## src/rtl/cypher_lock_pkg.sv

```systemverilog
`default_nettype none
// ============================================================
// cypher_lock_pkg : shared state encoding and width helpers
// Rev 1.0
// ============================================================
package cypher_lock_pkg;

  typedef enum logic [1:0] {
    S_UNARMED = 2'd0,
    S_ENTRY   = 2'd1,
    S_OPEN    = 2'd2,
    S_LOCKOUT = 2'd3
  } state_e;

  function automatic int idx_width(input int digits);
    return (digits > 1) ? $clog2(digits) : 1;
  endfunction

  function automatic int cnt_width(input int max_fail);
    return $clog2(max_fail + 1);
  endfunction

endpackage
`default_nettype wire

```

## src/rtl/cypher_lock_if.sv

```systemverilog
`default_nettype none
// ============================================================
// cypher_lock_if : digit entry valid/ready handshake
// Rev 1.0
// ============================================================
interface cypher_lock_if #(
  parameter int DIGIT_W = 4
);
  logic [DIGIT_W-1:0] digit;
  logic               digit_valid;
  logic               digit_ready;

  modport master (output digit, output digit_valid, input  digit_ready);
  modport slave  (input  digit, input  digit_valid, output digit_ready);
endinterface
`default_nettype wire

```

## src/rtl/lockout_timer.sv

```systemverilog
`default_nettype none
// ============================================================
// lockout_timer : loadable down-counter, done when it reaches 0
// Rev 1.0
// ============================================================
module lockout_timer #(
  parameter int LOCKOUT_CYC = 16
) (
  input  wire logic clk_i,
  input  wire logic rst_ni,
  input  wire logic load_i,
  input  wire logic count_i,
  output logic      done_o
);
  localparam int W = $clog2(LOCKOUT_CYC + 1);

  logic [W-1:0] count_q;

  // Loading LOCKOUT_CYC-1 makes done rise after exactly LOCKOUT_CYC cycles.
  always_ff @(posedge clk_i or negedge rst_ni) begin
    if (!rst_ni) begin
      count_q <= '0;
    end else if (load_i) begin
      count_q <= W'(LOCKOUT_CYC - 1);
    end else if (count_i && (count_q != '0)) begin
      count_q <= count_q - 1'b1;
    end
  end

  assign done_o = (count_q == '0);
endmodule
`default_nettype wire

```

## src/rtl/cypher_lock.sv

```systemverilog
`default_nettype none
// ============================================================
// cypher_lock : N-digit code lock with failure counter and lockout
// Rev 1.0
// ============================================================
module cypher_lock
  import cypher_lock_pkg::*;
#(
  parameter int DIGIT_W     = 4,
  parameter int DIGITS      = 4,
  parameter int MAX_FAIL    = 3,
  parameter int LOCKOUT_CYC = 16,
  localparam int IDX_W      = idx_width(DIGITS),
  localparam int CNT_W      = cnt_width(MAX_FAIL)
) (
  input  wire logic                      clk_i,
  input  wire logic                      rst_ni,
  cypher_lock_if.slave                   dig_if,
  input  wire logic [DIGITS*DIGIT_W-1:0] cypher_i,
  input  wire logic                      cypher_load_i,
  input  wire logic                      entry_clear_i,
  input  wire logic                      relock_i,
  output logic      [IDX_W-1:0]          digit_index_o,
  output logic                           result_valid_o,
  output logic                           result_pass_o,
  output logic                           unlocked_o,
  output logic                           locked_out_o,
  output logic      [CNT_W-1:0]          fail_count_o
);

  state_e                    state_q, state_d;
  logic [DIGITS*DIGIT_W-1:0] cypher_q, cypher_d;
  logic [IDX_W-1:0]          idx_q, idx_d;
  logic                      mis_q, mis_d;
  logic [CNT_W-1:0]          fail_q, fail_d;
  logic                      res_valid_q, res_valid_d;
  logic                      res_pass_q, res_pass_d;
  logic                      unlocked_q, locked_q;
  logic                      w_timer_load, w_timer_done, w_mis_now;
  logic [CNT_W-1:0]          w_fail_inc;
  logic [DIGIT_W-1:0]        w_digits [DIGITS];

  for (genvar k = 0; k < DIGITS; k++) begin : g_split
    assign w_digits[k] = cypher_q[k*DIGIT_W +: DIGIT_W];
  end

  assign w_mis_now  = mis_q | (dig_if.digit != w_digits[idx_q]);
  assign w_fail_inc = fail_q + 1'b1;

  lockout_timer #(.LOCKOUT_CYC(LOCKOUT_CYC)) u_timer (
    .clk_i   (clk_i),
    .rst_ni  (rst_ni),
    .load_i  (w_timer_load),
    .count_i (state_q == S_LOCKOUT),
    .done_o  (w_timer_done)
  );

  always_comb begin
    state_d      = state_q;
    cypher_d     = cypher_q;
    idx_d        = idx_q;
    mis_d        = mis_q;
    fail_d       = fail_q;
    res_valid_d  = 1'b0;
    res_pass_d   = res_pass_q;
    w_timer_load = 1'b0;
    case (state_q)
      S_UNARMED, S_OPEN: begin
        if (cypher_load_i) begin
          cypher_d = cypher_i;
          fail_d   = '0;
          idx_d    = '0;
          mis_d    = 1'b0;
          state_d  = S_ENTRY;
        end else if (relock_i && (state_q == S_OPEN)) begin
          idx_d   = '0;
          mis_d   = 1'b0;
          state_d = S_ENTRY;
        end
      end
      S_ENTRY: begin
        // A clear discards any digit offered in the same cycle.
        if (entry_clear_i) begin
          idx_d = '0;
          mis_d = 1'b0;
        end else if (dig_if.digit_valid) begin
          if (idx_q == IDX_W'(DIGITS - 1)) begin
            res_valid_d = 1'b1;
            res_pass_d  = ~w_mis_now;
            idx_d       = '0;
            mis_d       = 1'b0;
            if (!w_mis_now) begin
              fail_d  = '0;
              state_d = S_OPEN;
            end else begin
              fail_d = w_fail_inc;
              if (w_fail_inc == CNT_W'(MAX_FAIL)) begin
                w_timer_load = 1'b1;
                state_d      = S_LOCKOUT;
              end
            end
          end else begin
            idx_d = idx_q + 1'b1;
            mis_d = w_mis_now;
          end
        end
      end
      S_LOCKOUT: begin
        if (w_timer_done) begin
          fail_d  = '0;
          idx_d   = '0;
          mis_d   = 1'b0;
          state_d = S_ENTRY;
        end
      end
      default: state_d = S_UNARMED;
    endcase
  end

  always_ff @(posedge clk_i or negedge rst_ni) begin
    if (!rst_ni) begin
      state_q     <= S_UNARMED;
      cypher_q    <= '0;
      idx_q       <= '0;
      mis_q       <= 1'b0;
      fail_q      <= '0;
      res_valid_q <= 1'b0;
      res_pass_q  <= 1'b0;
      unlocked_q  <= 1'b0;
      locked_q    <= 1'b0;
    end else begin
      state_q     <= state_d;
      cypher_q    <= cypher_d;
      idx_q       <= idx_d;
      mis_q       <= mis_d;
      fail_q      <= fail_d;
      res_valid_q <= res_valid_d;
      res_pass_q  <= res_pass_d;
      unlocked_q  <= (state_d == S_OPEN);
      locked_q    <= (state_d == S_LOCKOUT);
    end
  end

  assign dig_if.digit_ready = (state_q == S_ENTRY);
  assign digit_index_o      = idx_q;
  assign result_valid_o     = res_valid_q;
  assign result_pass_o      = res_pass_q;
  assign unlocked_o         = unlocked_q;
  assign locked_out_o       = locked_q;
  assign fail_count_o       = fail_q;
endmodule
`default_nettype wire
```

## src/flat_wrapper.sv

```systemverilog
// flat-port wrapper written by rule: the top's interface ports become plain ports
module cypher_lock_flat import cypher_lock_pkg::*;
#(
  parameter int DIGIT_W     = 4,
  parameter int DIGITS      = 4,
  parameter int MAX_FAIL    = 3,
  parameter int LOCKOUT_CYC = 16,
  localparam int IDX_W      = idx_width(DIGITS),
  localparam int CNT_W      = cnt_width(MAX_FAIL)
)
  (clk_i, rst_ni, cypher_i, cypher_load_i, entry_clear_i, relock_i, digit_index_o, result_valid_o, result_pass_o, unlocked_o, locked_out_o, fail_count_o, dig_if_digit, dig_if_digit_valid, dig_if_digit_ready);
  cypher_lock_if #(.DIGIT_W(DIGIT_W)) dig_if_i ();
  input  wire logic clk_i;
  input  wire logic rst_ni;
  input  wire logic [DIGITS*DIGIT_W-1:0] cypher_i;
  input  wire logic cypher_load_i;
  input  wire logic entry_clear_i;
  input  wire logic relock_i;
  output logic      [IDX_W-1:0] digit_index_o;
  output logic result_valid_o;
  output logic result_pass_o;
  output logic unlocked_o;
  output logic locked_out_o;
  output logic      [CNT_W-1:0] fail_count_o;
  input wire logic [$bits(dig_if_i.digit)-1:0] dig_if_digit;
  input wire logic [$bits(dig_if_i.digit_valid)-1:0] dig_if_digit_valid;
  output wire logic [$bits(dig_if_i.digit_ready)-1:0] dig_if_digit_ready;
  assign dig_if_i.digit = dig_if_digit;
  assign dig_if_i.digit_valid = dig_if_digit_valid;
  assign dig_if_digit_ready = dig_if_i.digit_ready;
  cypher_lock #(.DIGIT_W(DIGIT_W), .DIGITS(DIGITS), .MAX_FAIL(MAX_FAIL), .LOCKOUT_CYC(LOCKOUT_CYC)) u_core (.clk_i(clk_i), .rst_ni(rst_ni), .dig_if(dig_if_i), .cypher_i(cypher_i), .cypher_load_i(cypher_load_i), .entry_clear_i(entry_clear_i), .relock_i(relock_i), .digit_index_o(digit_index_o), .result_valid_o(result_valid_o), .result_pass_o(result_pass_o), .unlocked_o(unlocked_o), .locked_out_o(locked_out_o), .fail_count_o(fail_count_o));
endmodule
```

## config.mk

```make
export PLATFORM = sky130hd
export DESIGN_NAME = cypher_lock_flat
export DESIGN_NICKNAME = d
export VERILOG_FILES = /design/src/rtl/cypher_lock_pkg.sv /design/src/rtl/cypher_lock_if.sv /design/src/rtl/lockout_timer.sv /design/src/rtl/cypher_lock.sv /design/src/flat_wrapper.sv
export SDC_FILE = /design/constraint.sdc
export NUM_CORES = 1
export LEC_CHECK = 0
export CAP_MARGIN = 5
export CORE_UTILIZATION = 40
export CTS_CLUSTER_SIZE = 24
export DETAILED_ROUTE_END_ITERATION = 10
export PLACE_DENSITY = 0.75
export SETUP_SLACK_MARGIN = 0.4
export SLEW_MARGIN = 20
export SYNTH_ARGS = -nofsm -noshare
export SYNTH_HDL_FRONTEND = slang
export SYNTH_HIERARCHICAL = 1
export SYNTH_SLANG_ARGS = --single-unit
```

## constraint.sdc

```tcl
create_clock -name clk_i -period 5.45 [get_ports clk_i]
set_input_delay 1.09 -clock clk_i [delete_from_list [all_inputs] [get_ports clk_i]]
set_output_delay 1.09 -clock clk_i [all_outputs]
set_load 0.05 [all_outputs]
```

==> results.ini <==
[floorplan]
pin_count = 35
core_area_mm2 = 0.00374
fp.dieArea_mm2 = 0.00425
num_rows = 22
initial_core_util_pct = 42.7
die_x_um = 65.2
chipHeight_um = 65.2

[yosys]
yosysMostFrequentCell = dfrtp_1
ys_types = 40
postSynth.asyncResetShare_pct = 100
synth-main-ff-cell = dfrtp_1
netlist_area_mm2 = 0.00160
syn-num-nets = 163
synth-edff-count = 0
synth-seq-cells = 32
yosysWarnings = 6
synth_top_area_cell = dfrtp_1
synth-seq-area-share_pct = 50.1
synth_cells = 134
synthTopCellsByCount = 32 x dfrtp_1, 11 x nand2_1, 10 x mux2_1
synthTopCellsByArea = dfrtp_1 50%, mux2_1 7.0%, mux2_2 4.2%, mux4_2 4.2%, mux2i_1 3.1%
yosysTopAreaCellShare_pct = 50.1
avgSynthCellArea_um2 = 11.9

[placed_design]
placement.cell_area_mm2 = 0.00199
dp_slack_ns = 2.36
routabilityCongestion = 0.792
io_buffer_count = 34
dpl.cell_count = 213
dp_hpwl_um = 2290

[setup_path]
cp_max_fo = 9
critPathArrivalTime_ns = 1.83
cp_top_family = buffers and inverters
cp_num_buf_inv = 2
crit_required_ns = 4.36
reg2reg_from = u_core/digit_index_o[0]
crit_type = reg2out
crit_path_end_kind = output pin
crit_chain = nand2b_1 -> inv_1 -> clkdlybuf4s50_1
rrSetupSlack_ns = 2.70
cpPeakStageDelay_ns = 0.79
r2r-end = u_core/u_timer/count_q[3]
slowest_stage = clkdlybuf4s50_1
rr_worst_depth = 6
crit_start = u_core/state_q[1]
critPathLaunchType = flip-flop

[global_route]
grt_overflow = 0
grt_antenna_before_repair = 0
grt_max_degree = 33
grt_util_all_layers_pct = 17.6
grt_pass1_vias = 1202
grt_pass1_wl_um = 5600

[cts]
clockBufferDepth = 2
cts_tree = built
holdBufCountCts = 0
cts_setup_buffers = 0
cts_resized = 0
cts_root_buf = clkbuf_8
numCtsBuffers = 5
clock_latency_ns = 0.29
path_clk_slew_ns = 0.07
htreeDepth = 2
cts.sinks = 32

[worst_hold_path]
min_to = u_core/cypher_q[11]
whs_path_depth = 1
min_from = u_core/cypher_q[11]
hp-class = reg2reg

[run]
drv_cap = 0

[timing]
timing.hold.ws_ns = 0.482
timing.final.hold_violations = 0
tightest_slew_ns = 0.497
rsz0062_at_grt = no
final-setup-viol-count = 0
timing.setup.tns_ns = 0
relSlewSlack_pct = 66.8
fin_ws_ns = 2.53
fin_skew_ns = 0.00381
fmax_ghz = 0.343
slew_violations = 0
period_needed_ns = 2.92
fin_crit_sh_pct = 53.5

[routing]
vias_per_cell = 5.19
drt_pre_antenna_iters = 4
wire_per_inst_um = 13.9
drt_iter0_markers = 64
drt_wl_total_um = 3080
vias = 1147
drc = 0
drtAntennaViolNets = 0

[final_layout]
diodes = 0
final_cell_count_no_fill = 221
area_growth_pct = 30.1
design_area_mm2 = 0.00208
fillCellCount = 345
drive_above_1_share_pct = 14.5
final_util_pct = 55.6
nNetsFinal = 201

[power]
vdd_ir_drop_max_uv = 234
power_mw = 0.885
power_leakage_nw = 0.891
powerDensity_mw_per_mm2 = 425

[status]
status = complete, no violations

[placed cells by master, fill, tap and decap left out, drive strengths merged, types with 4 or more instances in the layout]
cell | Yosys | final
clkbuf | 4 | 6
clkdlybuf4s50 | 0 | 34
dfrtp | 32 | 32
inv | 8 | 8
mux2 | 16 | 16
mux2i | 5 | 5
nand2 | 11 | 11
nor2 | 7 | 7
nor2b | 5 | 5
o31ai | 4 | 4
[worst register-to-register path, cell delays in order, from the launching register on]
cell and delay (ns):
dfrtp_1 0.61, mux4_2 0.57, xor2_1 0.15, or4_4 0.55
or2_1 0.25, and3_1 0.24, a211o_1 0.25
[kinds of logic (layout without fill, tap and decap cells)]
kind of cell / Yosys count / after routing / synth area share (%)
AND/OR/NAND/NOR: 42 / 42 / 15.6
flip-flops: 32 / 32 / 50.1
multiplexers: 24 / 24 / 18.6
AO/OA/AOI/OAI: 16 / 16 / 7.98
buffers and inverters: 14 / 53 / 3.76
adder cells (fa/ha/maj): 3 / 3 / 2.35
XOR/XNOR: 3 / 3 / 1.64
[how the worst max path moves through the flow]
stage | depth (start not counted) | endpoint
finish | 3 | dig_if_digit_ready
global placement | 6 | u_core/u_timer/count_q[3]
floorplan | 7 | u_core/u_timer/count_q[3]
CTS | 3 | dig_if_digit_ready
detailed placement | 6 | u_core/u_timer/count_q[3]
global route | 3 | dig_if_digit_ready
[where the power goes]
group,internal [mW],switching [mW]
sequential,0.297,0.0627
clock,0.101,0.0858
combinational,0.164,0.174
[sequential cells by signal (all words and copies together), names as in the netlist]
signal / cells
u_core/cypher_q: 16
u_core/digit_index_o: 2
u_core/fail_count_o: 2
u_core/locked_out_o: 1
u_core/mis_q: 1
u_core/result_pass_o: 1
u_core/result_valid_o: 1
u_core/state_q: 2
u_core/u_timer/count_q: 5
u_core/unlocked_o: 1
[layer usage]
layer / GRT usage [%] / wire length, µm
met3: 5.73 / 154
met2: 28.2 / 1480
met4: 5.71 / 36
met5: 0 / 0
met1: 22.2 / 1410
[area by class of cell]
cell class	count	area [µm²]	area share (%)
clock buffer	6	82.6	3.97
inverter	9	33.8	1.62
timing repair buffer	36	355	17.1
clock inverter	2	10.0	0.481
tap	48	60.1	2.89
sequential	32	801	38.5
multi-input combinational	88	738	35.5
No activity file was read; power rests on OpenSTA's default activity.
